==> src/rtl/quad_nand_exerciser_if.sv <==
// Stimulus/response bundle between the NAND exerciser and its environment.
// The exerciser takes the slave modport; the driving side takes master.
interface quad_nand_exerciser_if #(
  parameter int unsigned ERR_W = 9
);
  logic             start;
  logic             abort;
  logic [3:0]       y_in;
  logic [1:0]       a;
  logic [1:0]       b;
  logic [1:0]       c;
  logic [1:0]       d;
  logic             busy;
  logic             done;
  logic             pass;
  logic [ERR_W-1:0] err_cnt;
  logic             fail_valid;
  logic [7:0]       fail_pat;
  logic [3:0]       fail_y;

  modport slave (
    input  start, abort, y_in,
    output a, b, c, d, busy, done, pass, err_cnt, fail_valid, fail_pat, fail_y
  );

  modport master (
    output start, abort, y_in,
    input  a, b, c, d, busy, done, pass, err_cnt, fail_valid, fail_pat, fail_y
  );
endinterface

==> src/rtl/quad_nand_exerciser.sv <==
// Sweeps all 256 input vectors of a quad 2-input NAND and checks Y against the ideal truth table.
// Optional first-failure record: define QUAD_NAND_EXERCISER_FAIL_LOG_EN.
module quad_nand_exerciser #(
  parameter int unsigned SETTLE_CYCLES = 2,
  parameter int unsigned ERR_W         = 9
) (
  input logic                   clk,
  input logic                   rst_n,
  quad_nand_exerciser_if.slave  bus
);

  localparam int unsigned PAT_W = 8;
  localparam int unsigned CNT_W = 4;
  localparam logic [CNT_W-1:0] SETTLE_LAST = CNT_W'(SETTLE_CYCLES);
  localparam logic [PAT_W-1:0] PAT_LAST    = '1;

  typedef enum logic [1:0] {ST_IDLE, ST_RUN, ST_DONE} state_t;

  state_t           state, state_nxt;
  logic [PAT_W-1:0] pat, pat_nxt;
  logic [CNT_W-1:0] cnt, cnt_nxt;
  logic [ERR_W-1:0] err, err_nxt;
  logic             busy, busy_nxt;
  logic             done, done_nxt;
  logic             pass, pass_nxt;
  logic [3:0]       exp_c;
  logic             sample_c;
  logic             miss_c;

  assign exp_c    = {~&pat[7:6], ~&pat[5:4], ~&pat[3:2], ~&pat[1:0]};
  assign sample_c = (cnt == SETTLE_LAST);
  assign miss_c   = (bus.y_in != exp_c);

  always_ff @(posedge clk or negedge rst_n) begin
    if (!rst_n) begin
      state <= ST_IDLE;
      pat   <= '0;
      cnt   <= '0;
      err   <= '0;
      busy  <= 1'b0;
      done  <= 1'b0;
      pass  <= 1'b0;
    end else begin
      state <= state_nxt;
      pat   <= pat_nxt;
      cnt   <= cnt_nxt;
      err   <= err_nxt;
      busy  <= busy_nxt;
      done  <= done_nxt;
      pass  <= pass_nxt;
    end
  end

  always_comb begin
    state_nxt = state;
    pat_nxt   = pat;
    cnt_nxt   = cnt;
    err_nxt   = err;
    busy_nxt  = busy;
    done_nxt  = done;
    pass_nxt  = pass;
    case (state)
      ST_IDLE, ST_DONE: begin
        if (bus.start) begin
          state_nxt = ST_RUN;
          pat_nxt   = '0;
          cnt_nxt   = '0;
          err_nxt   = '0;
          busy_nxt  = 1'b1;
          done_nxt  = 1'b0;
          pass_nxt  = 1'b0;
        end
      end
      ST_RUN: begin
        if (bus.abort) begin
          // partial error count is kept for inspection after an abort
          state_nxt = ST_IDLE;
          pat_nxt   = '0;
          cnt_nxt   = '0;
          busy_nxt  = 1'b0;
          done_nxt  = 1'b0;
          pass_nxt  = 1'b0;
        end else if (sample_c) begin
          cnt_nxt = '0;
          pat_nxt = pat + PAT_W'(1);
          if (miss_c) err_nxt = err + ERR_W'(1);
          if (pat == PAT_LAST) begin
            state_nxt = ST_DONE;
            busy_nxt  = 1'b0;
            done_nxt  = 1'b1;
            pass_nxt  = (err_nxt == '0);
          end
        end else begin
          cnt_nxt = cnt + CNT_W'(1);
        end
      end
      default: state_nxt = ST_IDLE;
    endcase
  end

  // pattern counter wraps to 0 after vector 255, so A..D idle at 0 in DONE
  assign bus.a       = pat[1:0];
  assign bus.b       = pat[3:2];
  assign bus.c       = pat[5:4];
  assign bus.d       = pat[7:6];
  assign bus.busy    = busy;
  assign bus.done    = done;
  assign bus.pass    = pass;
  assign bus.err_cnt = err;

`ifdef QUAD_NAND_EXERCISER_FAIL_LOG_EN
  logic       fail_valid;
  logic [7:0] fail_pat;
  logic [3:0] fail_y;
  logic       launch_c;
  logic       capture_c;

  assign launch_c  = (state != ST_RUN) && bus.start;
  assign capture_c = (state == ST_RUN) && !bus.abort && sample_c && miss_c && !fail_valid;

  // first mismatch of a sweep is latched; later ones leave the record alone
  always_ff @(posedge clk or negedge rst_n) begin
    if (!rst_n) begin
      fail_valid <= 1'b0;
      fail_pat   <= '0;
      fail_y     <= '0;
    end else if (launch_c) begin
      fail_valid <= 1'b0;
      fail_pat   <= '0;
      fail_y     <= '0;
    end else if (capture_c) begin
      fail_valid <= 1'b1;
      fail_pat   <= pat;
      fail_y     <= bus.y_in;
    end
  end

  assign bus.fail_valid = fail_valid;
  assign bus.fail_pat   = fail_pat;
  assign bus.fail_y     = fail_y;
`else
  assign bus.fail_valid = 1'b0;
  assign bus.fail_pat   = '0;
  assign bus.fail_y     = '0;
`endif

endmodule
==> src/flat_wrapper.sv <==
// flat-port wrapper written by rule: the top's interface ports become plain ports
module quad_nand_exerciser_flat 
#(
  parameter int unsigned SETTLE_CYCLES = 2,
  parameter int unsigned ERR_W         = 9
)
  (clk, rst_n, bus_start, bus_abort, bus_y_in, bus_a, bus_b, bus_c, bus_d, bus_busy, bus_done, bus_pass, bus_err_cnt, bus_fail_valid, bus_fail_pat, bus_fail_y);
  quad_nand_exerciser_if #(.ERR_W(ERR_W)) bus_i ();
  input logic clk;
  input logic rst_n;
  input wire logic [$bits(bus_i.start)-1:0] bus_start;
  input wire logic [$bits(bus_i.abort)-1:0] bus_abort;
  input wire logic [$bits(bus_i.y_in)-1:0] bus_y_in;
  output wire logic [$bits(bus_i.a)-1:0] bus_a;
  output wire logic [$bits(bus_i.b)-1:0] bus_b;
  output wire logic [$bits(bus_i.c)-1:0] bus_c;
  output wire logic [$bits(bus_i.d)-1:0] bus_d;
  output wire logic [$bits(bus_i.busy)-1:0] bus_busy;
  output wire logic [$bits(bus_i.done)-1:0] bus_done;
  output wire logic [$bits(bus_i.pass)-1:0] bus_pass;
  output wire logic [$bits(bus_i.err_cnt)-1:0] bus_err_cnt;
  output wire logic [$bits(bus_i.fail_valid)-1:0] bus_fail_valid;
  output wire logic [$bits(bus_i.fail_pat)-1:0] bus_fail_pat;
  output wire logic [$bits(bus_i.fail_y)-1:0] bus_fail_y;
  assign bus_i.start = bus_start;
  assign bus_i.abort = bus_abort;
  assign bus_i.y_in = bus_y_in;
  assign bus_a = bus_i.a;
  assign bus_b = bus_i.b;
  assign bus_c = bus_i.c;
  assign bus_d = bus_i.d;
  assign bus_busy = bus_i.busy;
  assign bus_done = bus_i.done;
  assign bus_pass = bus_i.pass;
  assign bus_err_cnt = bus_i.err_cnt;
  assign bus_fail_valid = bus_i.fail_valid;
  assign bus_fail_pat = bus_i.fail_pat;
  assign bus_fail_y = bus_i.fail_y;
  quad_nand_exerciser #(.SETTLE_CYCLES(SETTLE_CYCLES), .ERR_W(ERR_W)) u_core (.clk(clk), .rst_n(rst_n), .bus(bus_i));
endmodule
==> config.mk <==
export PLATFORM = sky130hd
export DESIGN_NAME = quad_nand_exerciser_flat
export DESIGN_NICKNAME = d
export VERILOG_FILES = /design/src/rtl/quad_nand_exerciser_if.sv /design/src/rtl/quad_nand_exerciser.sv /design/src/flat_wrapper.sv
export SDC_FILE = /design/constraint.sdc
export NUM_CORES = 1
export LEC_CHECK = 0
export BUFFER_PORTS_ARGS = -buffer_cell sky130_fd_sc_hd__buf_2
export CAP_MARGIN = 20
export CORE_MARGIN = 4
export CORE_UTILIZATION = 52
export CTS_CLUSTER_SIZE = 20
export DETAILED_ROUTE_END_ITERATION = 8
export PLACE_DENSITY_LB_ADDON = 0.1
export SETUP_SLACK_MARGIN = 0.4
export SLEW_MARGIN = 20
export SYNTH_ARGS = -nofsm -noshare
export SYNTH_HDL_FRONTEND = slang
export SYNTH_SLANG_ARGS = --single-unit
==> constraint.sdc <==
create_clock -name clk -period 2.67 [get_ports clk]
set_input_delay 0.1335 -clock clk [delete_from_list [all_inputs] [get_ports clk]]
set_output_delay 0.1335 -clock clk [all_outputs]
set_load 0.01 [all_outputs]
==> results summary, run 1 <==
Walking the worst path, the cells encountered are inv_2 > ha_1 > or3b_4 > or3_4 > or3_4 > a21o_1 > o41ai_2. The die outline area is 0.00402 mm². Of the synthesized area, sequential elements account for 0.408. For this run, the slowest stage of the critical path takes 0.42 ns. The instance count of the mapped netlist is 181. The type of the worst min-delay path is primary input to flip-flop. The number of iterations in the first detailed-routing pass came out at 4. The insertion delay to the later sink of the worst-skew pair came out at 0.32 ns. CTS placed an instance of sky130_fd_sc_hd__clkbuf_4 at the clock tree root. TritonCTS built the clock tree. The library cell with the largest summed area after synthesis is sky130_fd_sc_hd__dfrtp_1. Entering global routing, the biggest net connects 27 pins. From synthesis to final layout, the design area changed by 14.0%. The worst ir drop on vdd is 0.439 mV.

The total negative slack is 0 ns. The synthesis-stage register bit count came out at 26. The count of max-cap constraint violations is 0.

The number of DRC violations after detailed routing is 0. Measured on the finished design, the core utilization comes to 0.637. 41 I/O pins were placed. For the pin with the worst max-slew slack, the measured transition is 0.632 ns. The net switching power figure is 241 µW. The total standard cell area after synthesis came out at 0.00159 mm². For this block, the routed nets add up to 3.57 mm of wire. The maximum clock rate came out at 454 MHz. The fraction of final layout cells with drive strength greater than 1 came out at 0.236. The minimum period implied by the final worst setup slack is 2.20 ns. The worst setup path is captured at a flip-flop. The average instance in the mapped netlist occupies 8.81 µm². The total count of hold-check failures in the final report is 0.

The clock passes through at most 2 buffers. The worst setup path category is flip-flop to flip-flop. The depth of the worst register-to-register path came out at 7. The count of final max-slew check failures is 0.

The power density over the cells came out at 446 mW/mm². Across all register-to-register paths, the minimum setup slack is 0.47 ns. The count of different cell masters after synthesis came out at 40.

The overall power after layout is 811 µW. In the final routed layout, each cell accounts on average for 14.5 µm. The arrival time at the worst endpoint is 2.43 ns. After synthesis, the cell types taking the most area are sky130_fd_sc_hd__dfrtp_1, sky130_fd_sc_hd__o21ai_0, sky130_fd_sc_hd__buf_4. CTS saw 26 sinks. After synthesis, the share of flip-flops with an asynchronous set or reset is 1.00. In this design, the largest share of critical-path delay is due to simple AND/OR/NAND/NOR gates.

The total internal power came out at 570 µW. The biggest fanout along the worst timing path came out at 4. The detailed-route via count is 1,428.

The floorplan core area came out at 0.00285 mm². The part of the power in combinational logic came out at 0.221. Detailed placement ended at an HPWL of 2.58 mm. The power share of the sequential group came out at 0.535. The weighted congestion at the end of routability-driven global placement is 0.828. Detailed routing placed a total of 1.75 mm of wire on met2. The leakage power total is 0.872 nW. The number of inserted diodes is 0. The detailed router used layers up to and including met4. The die is 63.4 µm tall.

The part of the cycle the worst path needs came out at 0.825. The count of flip-flops with a built-in enable after synthesis came out at 0. The worst-case headroom to the max-slew limit is 0.578. The number of cells on the worst hold path came out at 2. The number of clock buffers added by TritonCTS is 3.

The most used flip-flop cell after synthesis is sky130_fd_sc_hd__dfrtp_1. The number of setup violations in the final report is 0. Setup repair after global routing could not meet its margin everywhere. The remaining antenna violation count is 0.

In the detailed route, the total length drawn on met3 is 231 µm. For this design, the slowest cell found on the critical path is sky130_fd_sc_hd__dfrtp_1. For this configuration, the core starts out at a cell density of 0.559. The share of the synthesized area in the top cell type is 0.408. Global routing finished with a remaining overflow of 0. Clock-pin slew was measured on the worst setup and hold paths at 0.13 ns. The final-stage net count is 229. Dividing the detail-routed via count by the number of cells gives 5.78. The number of antenna violations at the first check in global routing is 0. The first-pass GRT wire length came out at 6.18 mm. The die extent in x came out at 63.4 µm. For this block, wires on met1 add up to 1.57 mm.

After floorplanning, the core was divided into 19 placement rows. The number of H-tree branching levels is 1. The cell depth of the worst setup path is 7. For this run, the number of Yosys warnings is 0.

The required time of the critical path is 2.90 ns. The run finished with clean final reports. The number of buffer and inverter stages on the critical path is 1.

Between clock sinks in the finished design, the worst skew comes to 0.00785 ns. The worst setup path is launched from a flip-flop. The number of buffer cells added on primary ports came out at 27. Across every metal layer, demand over resource in global routing totals 0.188. The portion of total power attributed to the clock network is 0.244. The most numerous cell on the critical path is sky130_fd_sc_hd__or3_4. The via count of the first global-routing pass is 1,405. The net switching fraction of the power came out at 0.297. For this block, the initial DRC count from the detailed router was 102.
==> worst paths after layout <==
check | startpoint | endpoint
setup / recovery | u_core.cnt[0]$_DFFE_PN0P_ | u_core.bus.pass$_DFFE_PN0P_
hold / removal | bus_start | u_core.state[1]$_DFFE_PN0P_
setup reg to reg | u_core.cnt[0]$_DFFE_PN0P_ | u_core.bus.pass$_DFFE_PN0P_
hold reg to reg | u_core.bus.busy$_DFFE_PN0P_ | u_core.bus.busy$_DFFE_PN0P_
max in group asynchronous | rst_n | u_core.bus.err_cnt[8]$_DFFE_PN0P_
min in group asynchronous | rst_n | u_core.pat[6]$_DFFE_PN0P_
==> metal layers <==
metal | track usage | up-vias
met5 | 0 | -
met4 | 0.0539 | 0
met3 | 0.0480 | 4
met2 | 0.316 | 48
met1 | 0.237 | 675
li1 | - | 701
==> timing repair <==
item,in CTS,in global routing
hold buffers,1,0
cloned,0,0
hold endpoints to repair,26,0
buffers inserted,2,2
resized for setup,0,4
setup endpoints to repair,1,1
pin swaps,1,1
==> per-stage QoR <==
stage	std cells	cell area [µm²]	setup WS (ns)	hold WS [ns]
after floorplan	193	1640	0.452	-0.162
after global placement	238	1730	0.406	0.165
after detailed placement	238	1730	0.325	0.169
after CTS	245	1790	0.436	0.0122
after global routing	247	1820	0.346	0.0294
final	247	1820	0.468	0.0275
==> registers in the layout (all words and copies together) (netlist names) <==
| register | flops |
|---|---|
| u_core.bus.pass | 1 |
| u_core.cnt | 4 |
| u_core.pat | 8 |
| u_core.state | 2 |
| u_core.bus.err_cnt | 9 |
| u_core.bus.done | 1 |
| u_core.bus.busy | 1 |
==> synthesized netlist by cell type, drive strengths merged, types with 5 or more instances <==
| cell | count |
|---|---|
| dfrtp | 26 |
| nand2 | 24 |
| o21ai | 22 |
| buf | 13 |
| a21oi | 10 |
| nor2 | 9 |
| nand4 | 6 |
| or3 | 6 |
| and3 | 5 |
| nand2b | 5 |
==> kinds of logic after synthesis <==
kind of cell             count (synthesis)  share of synthesized area
other                                    1                    0.00235
XOR/XNOR                                 4                     0.0220
AO/OA/AOI/OAI                           51                      0.200
buffers and inverters                   19                     0.0753
AND/OR/NAND/NOR                         74                      0.246
multiplexers                             2                     0.0141
adder cells (fa/ha/maj)                  4                     0.0314
flip-flops                              26                      0.408
==> worst register-to-register path, stage by stage (launching register included) <==
cell and delay, ns:
sky130_fd_sc_hd__dfrtp_1 0.42, sky130_fd_sc_hd__inv_2 0.05, sky130_fd_sc_hd__ha_1 0.15, sky130_fd_sc_hd__or3b_4 0.40
sky130_fd_sc_hd__or3_4 0.34, sky130_fd_sc_hd__or3_4 0.33, sky130_fd_sc_hd__a21o_1 0.16, sky130_fd_sc_hd__o41ai_2 0.26
==> cell usage in the layout (no fill, tap or decap), types with 2 or more instances in the layout <==
cell type,n
sky130_fd_sc_hd__o21ai_0,22
sky130_fd_sc_hd__nand3b_1,2
sky130_fd_sc_hd__nor2_1,9
sky130_fd_sc_hd__or3_1,4
sky130_fd_sc_hd__nor2b_1,2
sky130_fd_sc_hd__xnor2_1,4
sky130_fd_sc_hd__nor3_1,3
sky130_fd_sc_hd__buf_2,27
sky130_fd_sc_hd__a21oi_1,9
sky130_fd_sc_hd__conb_1,13
sky130_fd_sc_hd__clkbuf_4,3
sky130_fd_sc_hd__buf_4,7
sky130_fd_sc_hd__dfrtp_1,26
sky130_fd_sc_hd__ha_1,4
sky130_fd_sc_hd__and3_1,5
sky130_fd_sc_hd__nand3_1,4
sky130_fd_sc_hd__nand2_1,24
sky130_fd_sc_hd__or3_4,2
sky130_fd_sc_hd__mux2_2,2
sky130_fd_sc_hd__inv_1,2
sky130_fd_sc_hd__a21bo_2,2
sky130_fd_sc_hd__and2_1,2
sky130_fd_sc_hd__nand2b_1,5
sky130_fd_sc_hd__nand4_1,6
sky130_fd_sc_hd__a31oi_1,4
sky130_fd_sc_hd__o31ai_1,3
==> layout make-up <==
| cell class | instances | area [µm²] |
|---|---|---|
| Clock buffer | 4 | 36.3 |
| Multi-Input combinational cell | 148 | 882 |
| Fill cell | 261 | 1040 |
| Sequential cell | 26 | 651 |
| Inverter | 3 | 11.3 |
| Timing Repair Buffer | 35 | 198 |
| Tap cell | 31 | 38.8 |
==> power groups by stage <==
stage	logic, mW	registers [mW]	clock network, mW
final	0.179	0.434	0.198
after global routing	0.206	0.438	0.222
after CTS	0.166	0.433	0.209
after detailed placement	0.146	0.447	0
after global placement	0.140	0.444	0
after floorplan	0.102	0.449	0
(Power assumes the default switching activity.)
==> run 2: changes to the inputs <==
--- a/config.mk
+++ b/config.mk
@@ -8,7 +8,7 @@
 export BUFFER_PORTS_ARGS = -buffer_cell sky130_fd_sc_hd__buf_2
 export CAP_MARGIN = 20
 export CORE_MARGIN = 4
-export CORE_UTILIZATION = 52
+export CORE_UTILIZATION = 47
 export CTS_CLUSTER_SIZE = 20
 export DETAILED_ROUTE_END_ITERATION = 8
 export PLACE_DENSITY_LB_ADDON = 0.1
==> constraint.sdc (replaced) <==
create_clock -name clk -period 1.97 [get_ports clk]
set_input_delay 0.0985 -clock clk [delete_from_list [all_inputs] [get_ports clk]]
set_output_delay 0.0985 -clock clk [all_outputs]
set_load 0.01 [all_outputs]
==> results summary, run 2 (synthesis gave the netlist of run 1 again) <==
The final reports fail on setup timing. The via density per instance is 5.64 (-2.5%). The part of the cycle the worst path needs came out at 1.10 (+0.278). The detailed-route via count was 1,640 (+15%). The worst setup path is launched from a flip-flop. The most numerous cell on the critical path is sky130_fd_sc_hd__or3_4. The weighted congestion at the end of routability-driven global placement is 0.851 (+2.8%). The run finished, with violations left.

The worst-case headroom to the max-slew limit is 0.596 (+0.0179). The number of buffer cells added on primary ports is 27 (unchanged). The total instance count after detailed placement came out at 272 (+14%).

The maximum buffer depth of the clock tree came out at 2 (unchanged). The fraction of final layout cells with drive strength greater than 1 came out at 0.409 (+0.173). The count of final max-slew check failures came to 0 (unchanged). The die extent in x is 66.2 µm (+4.5%). The clock tree from TritonCTS is yes.

The number of cells on the worst hold path is 3 (+1). The biggest fanout along the worst timing path came out at 2 (-2). The count of max-cap constraint violations came out at 0 (unchanged). The total wirelength of the detailed-routed design is 4.51 mm (+26%). The minimum setup slack in the final design came out at -0.203 ns (-0.671 ns). The via count of the first global-routing pass came out at 1,675 (+19%).

The kind of capture point of the worst setup path is a flip-flop. The required time of the critical path came to 2.21 ns (-0.69 ns). The count of standard-cell rows was 20 (+1). The total negative slack came to -0.682 ns (-0.682 ns). The number of setup violations in the final report came out at 12 (+12). The utilization of the core after routing came out at 0.709 (+0.0723). The arrival time at the worst endpoint is 2.41 ns (-0.02 ns). The number of H-tree branching levels was 1 (unchanged). The detailed-placement wirelength estimate is 3.02 mm (+17%).

The critical path in this run is classified as flip-flop to flip-flop. The starting utilization of the core area came out at 0.506 (-0.0532). The overall routing resource usage is 0.225 (+0.0370).

Compared with the post-synthesis result, the final layout area differs by 40.3%. The number of iterations in the first detailed-routing pass is 4 (unchanged). The maximum number of pins on one net before global-route repair is 27 (unchanged). Setup repair after global routing could not meet its margin everywhere.

The final-stage net count was 260 (+14%). The worst hold margin came out at 0.0982 ns (+0.0706 ns). The aggregate global routing overflow is 0 (unchanged). The floorplan core area came out at 0.00315 mm² (+11%). The number of DRC violations after detailed routing is 0 (unchanged). The power density over the cells is 551 mW/mm² (+23%). The y dimension of the die came to 66.2 µm (+4.5%). The final worst clock skew is 0.00312 ns (-0.00474 ns).

The library cell used most frequently in the layout, excluding fill and tap cells, is sky130_fd_sc_hd__buf_4. The path class of the tightest hold or removal check is primary input to flip-flop. The CTS buffer count came to 3 (unchanged). The leakage power total was 1.08 nW (+24%).

The post-route cell area is 0.00224 mm² (+23%). The actual slew at the worst max-slew pin was 0.606 ns (-0.0255 ns). The clock root buffer is sky130_fd_sc_hd__clkbuf_4. The clock transition at the register clock pins on the worst setup and hold paths after CTS came out at 0.15 ns (+0.02 ns). The maximum clock rate is 460 MHz (+1.3%). Traced cell by cell, the critical path runs through inv_1 > ha_1 > or3b_4 > or3_4 > or3_4 > a21o_1 > o41ai_2. The remaining antenna violation count is 0 (unchanged). The first-iteration detailed-routing DRC count is 124 (+22%). The number of inserted diodes is 0 (unchanged). The total count of hold-check failures in the final report came out at 0 (unchanged). The insertion delay to the later sink of the worst-skew pair is 0.33 ns (about the same).

The worst ir drop on vdd is 0.406 mV (-7.6%). The first-pass GRT wire length came out at 7.78 mm (+26%). The depth of the worst register-to-register path is 7 (unchanged). The number of antenna violations at the first check in global routing was 0 (unchanged). The number of placed I/O pins came out at 41 (unchanged). The CTS sink count is 26 (unchanged).

The minimum period implied by the final worst setup slack is 2.17 ns (-0.0290 ns). The slowest stage of the critical path is the sky130_fd_sc_hd__dfrtp_1 cell. The wire length per cell after detailed routing is 15.5 µm (+7.1%). The die outline area is 0.00439 mm² (+9.3%). Leaving out fill and tap cells, the most frequent cells in the layout are sky130_fd_sc_hd__buf_4, sky130_fd_sc_hd__buf_2, sky130_fd_sc_hd__dfrtp_1, sky130_fd_sc_hd__nand2_1, sky130_fd_sc_hd__conb_1. The number of flip-flops under the largest register name is 9 (unchanged). The post-detailed-placement cell area came out at 0.00191 mm² (+10%). The final standard cell count with taps included and fillers excluded came out at 291 (+18%). The delay of the slowest cell on the worst path is 0.41 ns (about the same).
-- run 2: layout make-up --
type                       instances  area [µm²]
fill                             252         917
multi-input combinational        148        1020
inverter                           3        11.3
clock buffer                       4        36.3
tap                               44        55.1
sequential                        26         651
timing repair buffer              66         459
-- run 2: path summary, 6_finish.rpt --
check	slack [ns]	endpoint	startpoint
setup / recovery	-0.20	u_core.bus.pass$_DFFE_PN0P_	u_core.cnt[0]$_DFFE_PN0P_
hold / removal	0.1	u_core.state[0]$_DFFE_PN0P_	bus_start
setup reg to reg	-0.20	u_core.bus.pass$_DFFE_PN0P_	u_core.cnt[0]$_DFFE_PN0P_
hold reg to reg	0.51	u_core.bus.busy$_DFFE_PN0P_	u_core.bus.busy$_DFFE_PN0P_
max in group asynchronous	1.28	u_core.bus.err_cnt[5]$_DFFE_PN0P_	rst_n
min in group asynchronous	0.29	u_core.pat[6]$_DFFE_PN0P_	rst_n
-- run 2: per-stage QoR --
step | setup WS, ns | power [mW]
6_report | -0.203 | 1.23
5_1_grt | -0.305 | 1.29
4_1_cts | -0.230 | 1.21
3_5_place_dp | -0.199 | 0.849
3_3_place_gp | -0.132 | 0.837
2_1_floorplan | -0.184 | 0.747
-- run 2: repair_timing --
action,CTS,global route
hold buffers,2,0
endpoints found under the hold margin,27,0
gates resized for setup,38,14
buffers inserted,10,2
pin swaps,18,8
setup endpoints to repair,24,26
cloned,1,0
-- run 2: routing by layer --
| metal | global-route usage | share of wire | routed length [µm] | vias to the layer above |
|---|---|---|---|---|
| met5 | 0 | 0 | 0 | - |
| met4 | 0.0635 | 0.010 | 45 | 0 |
| met3 | 0.0306 | 0.052 | 234 | 8 |
| met2 | 0.394 | 0.52 | 2330 | 52 |
| met1 | 0.285 | 0.42 | 1900 | 813 |
| li1 | - | - | - | 767 |
-- run 2: where the power goes --
part / switching (mW) / internal [mW]
clock network: 0.170 / 0.113
registers: 0.0182 / 0.563
logic: 0.200 / 0.168
-- run 2: critical path: cells and delay by family, from the launching register on --
family / cells / cell delay, ns
AOI/OAI and AO/OA: 2 / 0.43
DFF: 1 / 0.41
adders and majority gates: 1 / 0.13
and+or+nand+nor: 3 / 1.06
buffers and inverters: 1 / 0.06
